===== src/rtl/dz_rx_silo_scanner.sv =====
// Purpose : DZ11 receive path - round-robin scans 8 UART receivers and loads chars into the RBUF silo.
// Latency : UART full with the scan pointer on its line -> silo entry visible 2 clk later.
// Backpr. : a full silo drops the char (UART still acked) and flags OVRN on the next stored entry.
//
// Ports
//   clk, rst            clock; asynchronous active-high reset
//   devRESET, csrCLR    synchronous flush (UBA device reset, CSR[CLR] one-shot)
//   csrMSE, csrSAE      master scan enable, silo alarm enable
//   lprRXON[7:0]        per-line receiver enable
//   uartRXFULL/DATA/FE/PE   per-line receive status, char (line n = DATA[8n+7:8n]) and error flags
//   uartRXCLR[7:0]      one-cycle acknowledge to the UART whose char was taken
//   rbufREAD            RBUF read strobe; only its rising edge pops
//   rbufDATA[15:0]      {DVAL,OVRN,FE,PE,0,LINE[2:0],DATA[7:0]} at the silo head, 0 when empty
//   rbufRDONE, rbufSA   silo not empty, silo alarm
//
// Build option: define DZ_SILO_ALARM_EN to include the silo alarm counter;
// otherwise rbufSA is constant 0.

module dz_rx_silo_scanner #(
    parameter int SILO_LOG2 = 6,
    parameter int SA_THRESH = 16
) (
    input  logic        clk,
    input  logic        rst,
    input  logic        devRESET,
    input  logic        csrCLR,
    input  logic        csrMSE,
    input  logic        csrSAE,
    input  logic [7:0]  lprRXON,
    input  logic [7:0]  uartRXFULL,
    input  logic [63:0] uartRXDATA,
    input  logic [7:0]  uartRXFE,
    input  logic [7:0]  uartRXPE,
    output logic [7:0]  uartRXCLR,
    input  logic        rbufREAD,
    output logic [15:0] rbufDATA,
    output logic        rbufRDONE,
    output logic        rbufSA
);

    localparam int DEPTH = 1 << SILO_LOG2;
    localparam logic [SILO_LOG2:0] FULL_COUNT = (SILO_LOG2 + 1)'(DEPTH);

    typedef enum logic [1:0] {
        SCAN = 2'd0,
        CAPT = 2'd1,
        WAIT = 2'd2
    } state_t;

    state_t                 state;
    logic [2:0]             ptr;
    logic                   ovrnPend;
    logic                   readPrev;

    logic [15:0]            silo [DEPTH];
    logic [SILO_LOG2-1:0]   wrPtr;
    logic [SILO_LOG2-1:0]   rdPtr;
    logic [SILO_LOG2:0]     count;
    logic [SILO_LOG2:0]     countNext;

    logic                   flush;
    logic                   siloFull;
    logic                   popEn;
    logic                   wrEn;
    logic                   dropEn;
    logic [7:0]             curData;
    logic [15:0]            wrWord;

    // Both flush sources behave exactly like reset but are sampled on the clock.
    assign flush    = devRESET | csrCLR;
    assign siloFull = (count == FULL_COUNT);

    // A held read strobe pops only once: act on its first cycle.
    assign popEn    = rbufREAD & ~readPrev & (count != '0);

    // A pop in the same cycle frees a slot, so a capture into a full silo
    // still succeeds when the head is leaving at the same time.
    assign wrEn     = (state == CAPT) & (~siloFull | popEn);
    assign dropEn   = (state == CAPT) & siloFull & ~popEn;

    assign curData  = uartRXDATA[{ptr, 3'b000} +: 8];
    assign wrWord   = {1'b1, ovrnPend, uartRXFE[ptr], uartRXPE[ptr], 1'b0, ptr, curData};

    always_comb begin
        countNext = count;
        if (wrEn && !popEn) begin
            countNext = count + 1'b1;
        end else if (!wrEn && popEn) begin
            countNext = count - 1'b1;
        end
    end

    // Silo storage: contents need no reset, validity is carried by count.
    always_ff @(posedge clk) begin
        if (wrEn && !flush) begin
            silo[wrPtr] <= wrWord;
        end
    end

    // Head is presented combinationally; DVAL=0 word when the silo is empty.
    assign rbufDATA = rbufRDONE ? silo[rdPtr] : 16'h0000;

    // Scanner FSM, silo pointers and registered outputs.
    always_ff @(posedge clk or posedge rst) begin
        if (rst) begin
            state     <= SCAN;
            ptr       <= 3'd0;
            ovrnPend  <= 1'b0;
            readPrev  <= 1'b0;
            wrPtr     <= '0;
            rdPtr     <= '0;
            count     <= '0;
            rbufRDONE <= 1'b0;
            uartRXCLR <= 8'h00;
        end else if (flush) begin
            state     <= SCAN;
            ptr       <= 3'd0;
            ovrnPend  <= 1'b0;
            // Keep tracking the strobe so a read held across the flush does
            // not look like a fresh edge afterwards.
            readPrev  <= rbufREAD;
            wrPtr     <= '0;
            rdPtr     <= '0;
            count     <= '0;
            rbufRDONE <= 1'b0;
            uartRXCLR <= 8'h00;
        end else begin
            readPrev  <= rbufREAD;
            uartRXCLR <= 8'h00;

            case (state)
                SCAN: begin
                    if (csrMSE && lprRXON[ptr] && uartRXFULL[ptr]) begin
                        state     <= CAPT;
                        // Ack goes out during the capture cycle itself.
                        uartRXCLR <= 8'b0000_0001 << ptr;
                    end else if (csrMSE) begin
                        ptr <= ptr + 3'd1;
                    end
                end
                CAPT: begin
                    state <= WAIT;
                    if (wrEn) begin
                        ovrnPend <= 1'b0;
                    end else if (dropEn) begin
                        ovrnPend <= 1'b1;
                    end
                end
                WAIT: begin
                    // The UART needs a cycle to drop FULL after the ack;
                    // moving on earlier would recapture the same char.
                    if (!uartRXFULL[ptr]) begin
                        ptr   <= ptr + 3'd1;
                        state <= SCAN;
                    end
                end
                default: begin
                    state <= SCAN;
                end
            endcase

            if (wrEn) begin
                wrPtr <= wrPtr + 1'b1;
            end
            if (popEn) begin
                rdPtr <= rdPtr + 1'b1;
            end
            count     <= countNext;
            rbufRDONE <= (countNext != '0);
        end
    end

`ifdef DZ_SILO_ALARM_EN
    localparam int SA_W = $clog2(SA_THRESH + 1);

    logic [SA_W-1:0] saCount;

    // Counts writes since the last pop; the alarm is sticky until a pop or
    // until the alarm is disabled, and the count saturates at the threshold.
    always_ff @(posedge clk or posedge rst) begin
        if (rst) begin
            saCount <= '0;
            rbufSA  <= 1'b0;
        end else if (flush || !csrSAE || popEn) begin
            saCount <= '0;
            rbufSA  <= 1'b0;
        end else if (wrEn && (saCount != SA_W'(SA_THRESH))) begin
            saCount <= saCount + 1'b1;
            if (saCount == SA_W'(SA_THRESH - 1)) begin
                rbufSA <= 1'b1;
            end
        end
    end
`else
    // No alarm hardware: the expression folds to 0 but keeps the alarm
    // controls referenced in this build.
    assign rbufSA = 1'b0 & csrSAE & (SA_THRESH != 0);
`endif

endmodule


===== config.mk =====
export PLATFORM = sky130hd
export DESIGN_NAME = dz_rx_silo_scanner
export DESIGN_NICKNAME = d
export VERILOG_FILES = /design/src/rtl/dz_rx_silo_scanner.sv
export SDC_FILE = /design/constraint.sdc
export NUM_CORES = 1
export LEC_CHECK = 0
export ABC_CLOCK_PERIOD_IN_PS = 3700
export CAP_MARGIN = 20
export CORE_ASPECT_RATIO = 2
export CORE_MARGIN = 8
export CORE_UTILIZATION = 40
export CTS_CLUSTER_DIAMETER = 100
export DETAILED_ROUTE_END_ITERATION = 12
export PLACE_DENSITY = 0.53
export SLEW_MARGIN = 0
export SYNTH_ARGS = -nofsm -noshare
export SYNTH_HDL_FRONTEND = slang
export SYNTH_SLANG_ARGS = --single-unit

===== constraint.sdc =====
create_clock -name clk -period 3.7 [get_ports clk]
set_input_delay 0.37 -clock clk [delete_from_list [all_inputs] [get_ports clk]]
set_output_delay 0.37 -clock clk [all_outputs]
set_load 0.02 [all_outputs]

### Word level (Yosys, flattened, before mapping)

Memories as Yosys holds them, arrays and structs flattened.
Cells that the tools add are included.
W data, S select, Z words.

* register bits after elaboration: 35
* memory bits (writable): 896
* memories: 1
* input bits: 103

Memory list
* silo: words 64, width 14, rd ports 1, clocked after memory_dff 0, wr ports 1, RTL line 55 `logic [15:0] silo [DEPTH];`

* shifts and indexed selects: 2
* equal/unequal tests: 7
* reductions and logical operators: 19
* bitwise operators: 10
* $lt $le $gt $ge: 1
* $add $sub $neg: 5
* mux-type cells: 35

Operators by type and width (number)
* $shiftx A64 B7 Y8: 1
* $mux W6: 4
* $mux W8: 3
* $mux W7: 3
* $mux W16: 1
* $reduce_bool A7 Y1: 2
* $add A6 B1 Y6 const B: 2
* $bmux W1 S3: 4
* $mux W3: 4
* $ne A3 B3 Y1 const B: 4
* $mux W1: 11
* $shl A1 B3 Y8 const A: 1
* $add A7 B1 Y7 const B: 1
* $eq A7 B7 Y1 const B: 1
* $sub A7 B1 Y7 const B: 1
* $mux W2: 3
* $pmux W2 S3: 1
* $pmux W3 S2: 1
* $reduce_bool A2 Y1: 3
* $reduce_bool A3 Y1: 2
* $and A1 B1 Y1: 5
* $logic_and A1 B1 Y1: 5
* $lt A3 B4 Y1 const B: 1
* $reduce_and A2 Y1: 2
* 8 further kinds: 13

### Depth between registers and ports, before layout

Gate-level depths: netlist of run 1.

* depth in word-level cells: 11
* depth in mapped cells: 9
* gate-level depth less buffers: 7

### Least setup slack after synthesis of run 1

No wires, ideal clock.

* path type: flip-flop to flip-flop
* from: register ptr[0]
* to: memory silo[0][0] (netlist bit), data pin
* stages on the path, launching flop included: 6
* buffers on the path: 2
* slack: 274 ps
* data arrival time: 2911 ps
* clock period less this slack: 3426 ps
* cell sequence: dfrtp_1 > buf_2 > buf_2 > mux4_2 > nand2_1 > nand2_1

* longest elaborated chain between the ends: 1

Ends and longest elaborated chain
* start: declaration: RTL line 51 `logic [2:0] ptr;`
* start signal: assignment: RTL line 138 `ptr <= ptr + 3'd1;`
* start signal: assignment: RTL line 153 `ptr <= ptr + 3'd1;`
* $shiftx A64 B7 Y8: RTL line 81 `assign curData = uartRXDATA[{ptr, 3'b000} +: 8];`
* net curData[0]: RTL line 66 `logic [7:0] curData;`
* end: declaration: RTL line 55

The timed path passes the listed nets, and every way through them passes these cells.

### Final worst setup path of run 1

* from: register rdPtr[0]
* to: output rbufDATA[7]

* longest elaborated chain between the ends: 2

Ends and longest elaborated chain
* start: declaration: RTL line 57 `logic [SILO_LOG2-1:0] rdPtr;`
* start signal: assignment: RTL line 166 `rdPtr <= rdPtr + 1'b1;`
* $mem_v2 Z64 W14
* $mux W16: RTL line 101 `assign rbufDATA = rbufRDONE ? silo[rdPtr] : 16'h0000;`
* end: declaration: RTL line 36 `output logic [15:0] rbufDATA,`

No other way between the ends.

==> summary.md, run 1 <==
• **DRT antenna net count** 0
• **htree depth** 3
• **CTS buffer count** 79
• **Area growth syn-to-layout** 19.1%
• **First DRT Iteration DRCs** 1267
• **count of flip-flops with a built-in enable after synthesis** 896
• **highest clock rate** 272 MHz
• **wire length of the first global-routing pass** 140 mm
• **CP Data Required Time** 3.33 ns
• **max-cap check violation count** 0
• **share of synthesized flip-flops with an asynchronous set or reset** 3.76%
• **sequential area share after synthesis** 74.7%
• **highest net fanout along the worst path** 8
• **number of cell instances on the worst register-to-register path** 8
• **drt wl/cell** 28.8 um
• **gate count of the mapped netlist** 1754
• **share of the core filled with cells in the final layout** 47.9%
• **prevailing post-synth register cell** edfxtp_1
• **clock latency at the later pin of the worst-skew pair** 0.66 ns
• **startpoint-to-endpoint class of the critical path** flip-flop to output pin
• **total area of multi-input combinational cells** 9080 um^2
• **Slew headroom** 39.4%
• **top-level I/O count** 129
• **die extent in y** 447 um
• **clock period minus worst slack** 3.68 ns
• **Hold Fails Final Rpt** 0
• **total grt overflow** 0
• **final estimated routing congestion in global placement** 0.804
• **antenna violations before repair** 2
• **share of final-layout standard cells stronger than drive strength 1** 31.6%
• **die outline width** 232 um
• **area of placed instances** 40800 um^2
• **maximum count of clock buffers along a single path** 3
• **area of the core** 92500 um^2
• **area of the die** 104000 um^2
• **TritonCTS clock tree** built
• **CTS clk-pin slew, worst paths** 0.07 ns
• **standard-cell row count** 158
• **number of sinks on the clock net** 931
• **total wire length after detailed routing** 95.9 mm
• **# port buffers** 125
• **Hold Slack** 0.142 ns
• **gr usage total** 18.6%
• **setup tns final** 0 ns
• **Inst Count DP** 3130
• **max-slew violation count** 0
• **DR pass1 iterations** 5
• **routed vias** 18.4k
• **Root Buffer Master** clkbuf_16
• **crit path launch type** flip-flop
• **Yosys warning count** 0
• **finished layout cell area** 44300 um^2
• **run status** complete, no violations
• **clock skew after layout** 0.0217 ns
• **fin crit share** 99.5%
• **endpoint type of the worst setup path** output pin
• **RSZ-0062 raised after global routing** true
• **number of buffers inserted by hold repair at cts** 0
• **total of flip-flops plus latches after synthesis** 931
• **# nets final** 2178
• **final setup violation count** 0
• **average via count per standard cell** 5.52
• **via count of the first global-routing pass** 19.9k
• **IR Drop Worst-Case VDD** 0.400 mV
• **pin count of the biggest net entering global routing** 65
• **worst-margin pin slew** 0.906 ns
• **mean post-synth cell area** 21.2 um^2
• **total leakage power** 13.8 nW
• **synth unique cells** 53
• **number of fill cells in the layout** 7737
• **DRC violations left** 0
• **path class of the lowest-slack min-delay path** input pin to async pin
• **combined area of all synthesized cells** 37200 um^2
• **Reg area** 27800 um^2
• **arrival time of the worst setup path** 3.31 ns
• **initial standard-cell utilization of the core** 40.2%
• **power per unit of standard cell area** 465 nW/um^2
• **Post-Layout Cell Count** 3329
• **sum of net half-perimeters after detailed placement** 60.1 mm
## registers in the layout, summed over array words and instances (netlist names), 2 cells and up
| name | count |
|---|---|
| rdPtr | 6 |
| ptr | 3 |
| silo | 896 |
| uartRXCLR | 8 |
| state | 2 |
| wrPtr | 6 |
| count | 7 |
## logic make-up (layout without fill, tap and decap cells)
family	Yosys count	in the layout	share of synthesized area, %
other	1	4	0.0101
muxes	347	347	18.3
adders and majority gates	10	10	0.336
and+or+nand+nor	241	241	2.93
AOI/OAI and AO/OA	99	99	1.91
DFF	931	931	74.7
xor gates and xnor gates	12	12	0.283
buffers and inverters	113	485	1.49
## cell usage in the layout, fill, tap and decap left out, drive strengths merged, types with 26 or more instances in the layout
cell type	count
dfrtp	35
mux4	266
clkinv	38
clkdlybuf4s50	111
nand2	80
buf	213
clkbuf	95
o211ai	26
mux2i	66
nor2	93
edfxtp	896
## critical path, cell delays in order (launching register included)
cell	delay, ns
dfrtp_4	0.57
buf_12	0.16
clkbuf_16	0.15
buf_4	0.13
mux4_2	0.35
mux2i_1	0.08
buf_4	0.18
mux2i_4	0.19
a21oi_1	0.10
o211ai_1	0.43
buf_4	0.19
buf_4	0.13
## worst paths after layout
check	endpoint	slack, ns	from
min	rdPtr[1]	0.14	rst
min in group clk	readPrev	0.23	rbufREAD
max in group asynchronous	ptr[1]	3.12	rst
min reg2reg	wrPtr[0]	0.64	wrPtr[0]
max	rbufDATA[7]	0.02	rdPtr[0]
max reg2reg	silo[14][3]	0.28	count[1]
## stage by stage
| step | worst slack (ns) | power, mW |
|---|---|---|
| floorplan | 0.274 | 12.3 |
| global placement | 0.0156 | 12.6 |
| detailed placement | 0.0520 | 12.7 |
| CTS | -0.0443 | 20.8 |
| global route | -0.0431 | 21.2 |
| finish | 0.0202 | 20.6 |
## layout make-up
type	instances	share of cell area (%)
sequential	931	62.8
timing repair buffer	333	7.67
inverter	9	0.0763
clock buffer	90	4.56
tap	1200	3.39
clock inverter	53	0.997
antenna	2	0.0113
multi-input combinational	711	20.5
## layer usage
metal  share of wire (%)  vias up  global-route usage [%]
met4                 3.2        0                    6.64
met5                   0        -                       0
met2                  56      462                    35.4
met1                  36     9854                    20.8
li1                    -     7928                       -
met3                 4.0      116                    2.85
## power by group
| group | switching [mW] | internal [mW] |
|---|---|---|
| combinational | 0.457 | 0.239 |
| sequential | 0.0225 | 11.7 |
| clock | 3.83 | 4.32 |
## cells in the mapped netlist, drive strengths merged, types with 6 or more instances
cell,instances,area (um^2)
mux2,15,169
and3,13,81.3
and2,7,43.8
ha,10,125
mux4,266,5990
inv,9,33.8
nor3,7,40.0
buf,66,379
o211ai,26,195
nand2,80,300
clkbuf,38,143
nor2b,6,37.5
mux2i,66,661
dfrtp,35,876
o22ai,14,87.6
a211oi,17,128
a21oi,15,78.8
nand3,8,40.0
nor2,93,349
edfxtp,896,26900
xor2,9,78.8
## repair_timing
action / CTS / global route
setup endpoints to repair: 14 / 9
gates resized for setup: 89 / 31
setup buffers: 24 / 23
pin swaps: 5 / 12
cloned: 6 / 5
hold endpoints to repair: 0 / 0
Note: power is estimated with default switching activity, not from simulation.
==> inputs of run 2 (changes only) <==
Settings changed: CTS_CLUSTER_SIZE set to 16, RECOVER_POWER set to 100.
==> summary.md, run 2 (same netlist as run 1, synthesis figures left out) <==
• **top-level I/O count** 129, unchanged
• **# port buffers** 125, unchanged
• **endpoint type of the worst setup path** output pin, unchanged
• **worst-margin pin slew** 2.20 ns, was 0.906 ns
• **number of flip-flops in the largest register** 896, unchanged
• **met3 WL** 3.87 mm, about the same
• **Setup crit start** rdPtr[0], unchanged
• **standard-cell row count** 158, unchanged
• **total grt overflow** 0, unchanged
• **area of the die** 104000 um^2, unchanged
• **antenna violations before repair** 2, unchanged
• **most common library cell in the layout ignoring fill and taps** edfxtp_1, unchanged
• **Inst Count DP** 3130, unchanged
• **IR Drop Worst-Case VDD** 0.350 mV, was 0.400 mV
• **RR Startpoint** count[1], unchanged
• **Area growth syn-to-layout** 16.3%, was 19.1%
• **highest clock rate** 275 MHz, was 272 MHz
• **run status** finished with violations, was complete, no violations
• **average via count per standard cell** 5.58, was 5.52
• **capture point of the worst reg-to-reg path** silo[39][12], was silo[14][3]
• **final setup violation count** 0, unchanged
• **number of cell instances on the worst register-to-register path** 8, unchanged
• **DR pass1 iterations** 6, was 5
• **Setup WS post-layout** 0.0645 ns, was 0.0202 ns
• **Reg with most FFs** silo, unchanged
• **path class of the lowest-slack min-delay path** input pin to flip-flop, was input pin to async pin
• **TritonCTS clock tree** built, unchanged
• **routed vias** 18.2k, was 18.4k
• **clock latency at the later pin of the worst-skew pair** 0.65 ns, was 0.66 ns
• **failing checks** capacitance limit, slew limit
• **Post-Layout Cell Count** 3257, was 3329
• **Hold Slack** 0.344 ns, was 0.142 ns
• **share of the core filled with cells in the final layout** 46.7%, was 47.9%
• **Hold Fails Final Rpt** 0, unchanged
• **arrival time of the worst setup path** 3.27 ns, was 3.31 ns
• **die extent in y** 447 um, unchanged
• **RSZ-0062 raised after global routing** true, unchanged
• **registers with the highest flip-flop counts** silo: 896 flops, uartRXCLR: 8 flops, count: 7 flops, unchanged
• **wire length on met2** 53.9 mm, was 54.0 mm
• **drt wl/cell** 29.2 um, was 28.8 um
• **# nets final** 2153, was 2178
• **number of sinks on the clock net** 931, unchanged
• **max-cap check violation count** 4, was 0
• **startpoint-to-endpoint class of the critical path** flip-flop to output pin, unchanged
• **crit path launch type** flip-flop, unchanged
• **flop2flop setup slack** 0.16 ns, was 0.28 ns
• **Place WS** 0.0520 ns, unchanged
• **total leakage power** 13.3 nW, was 13.8 nW
• **area of placed instances** 40800 um^2, unchanged
• **setup tns final** 0 ns, unchanged
• **htree depth** 3, unchanged
• **power per unit of standard cell area** 447 nW/um^2, was 465 nW/um^2
• **DRT antenna net count** 0, unchanged
• **CP Data Required Time** 3.33 ns, about the same
• **wire length of the first global-routing pass** 139 mm, was 140 mm
• **routed metal-1 wirelength** 34.4 mm, was 34.9 mm
• **fin crit share** 98.3%, was 99.5%
• **maximum count of clock buffers along a single path** 3, unchanged
• **number of fill cells in the layout** 7823, was 7737
• **clock skew after layout** 0.0277 ns, was 0.0217 ns
• **worst setup path endpoint** rbufDATA[1], was rbufDATA[7]
• **share of final-layout standard cells stronger than drive strength 1** 29.7%, was 31.6%
• **max-slew violation count** 147, was 0
• **Root Buffer Master** clkbuf_16, unchanged
• **clock period minus worst slack** 3.64 ns, was 3.68 ns
• **sum of net half-perimeters after detailed placement** 60.1 mm, unchanged
• **DRC violations left** 0, unchanged
• **final estimated routing congestion in global placement** 0.804, unchanged
• **via count of the first global-routing pass** 19.8k, was 19.9k
• **CTS clk-pin slew, worst paths** 0.08 ns, was 0.07 ns
• **commonest cells after routing, fill and taps aside** 896 x edfxtp_1, 266 x mux4_2, 99 x clkdlybuf4s50_1, was 896 x edfxtp_1, 266 x mux4_2, 172 x buf_4
• **highest net fanout along the worst path** 11, was 8
• **pin count of the biggest net entering global routing** 65, unchanged
• **finished layout cell area** 43200 um^2, was 44300 um^2
• **Slew headroom** -46.8%, was 39.4%
• **CTS buffer count** 68, was 79
• **initial standard-cell utilization of the core** 40.2%, unchanged
• **First DRT Iteration DRCs** 1209, was 1267
• **gr usage total** 18.6%, about the same
• **area of the core** 92500 um^2, unchanged
• **Power Total** 19.3 mW, was 20.6 mW
• **total wire length after detailed routing** 95.1 mm, was 95.9 mm
• **uppermost metal layer occupied by signal nets** met4, unchanged
• **die outline width** 232 um, unchanged
[run 2: changes by cell type in the layout (fill, tap and decap cells not counted), sizes merged, moves of 2 or more]
cell	delta
buf	-84
clkbuf	+58
clkinv	-35
clkdlybuf4s50	-12
dlygate4sd3	+12
bufinv	-5
clkinvlp	-5
inv	-2
[run 2: how the worst min path moves through the flow]
stage / cells after the start / from / to
6_report: 1 / rbufREAD / readPrev
5_1_grt: 1 / rbufREAD / readPrev
4_1_cts: 3 / rst / rdPtr[1]
3_5_place_dp: 2 / rdPtr[5] / rdPtr[5]
3_3_place_gp: 2 / rdPtr[5] / rdPtr[5]
2_1_floorplan: 0 / rbufREAD / readPrev
[run 2: layout make-up]
cell class,count,area (um^2),area share (%)
timing repair buffer,319,3010,6.97
sequential,931,27800,64.3
clock inverter,6,67.6,0.156
tap,1200,1500,3.47
inverter,9,33.8,0.0781
multi-input combinational,711,9040,20.9
antenna,1,2.50,0.00579
clock buffer,80,1790,4.14
[run 2: layer usage]
| layer | track usage [%] | up-vias |
|---|---|---|
| li1 | - | 7824 |
| met1 | 20.7 | 9745 |
| met4 | 6.60 | 0 |
| met5 | 0 | - |
| met2 | 35.5 | 493 |
| met3 | 2.54 | 105 |
[run 2: critical path, cell delays in order, from the launching register on]
cell and delay (ns):
dfrtp_4 0.58, buf_4 0.17, buf_12 0.14, buf_4 0.14
mux4_2 0.48, mux4_2 0.55, nand3_1 0.12, nand4_1 0.19
buf_2 0.24
[run 2: power breakdown]
group	internal, mW	leakage [nW]	total (mW)	switching, mW
Combinational	0.226	3.82	0.678	0.452
Sequential	11.7	8.60	11.7	0.0224
Clock	3.43	0.906	6.91	3.49
Total	15.4	13.3	19.3	3.96
[run 2: timing repair]
action,CTS,global route
cloned,6,1
pin swaps,4,7
hold buffers,0,0
buffers inserted,23,13
resized for setup,84,25
setup endpoints to repair,14,11
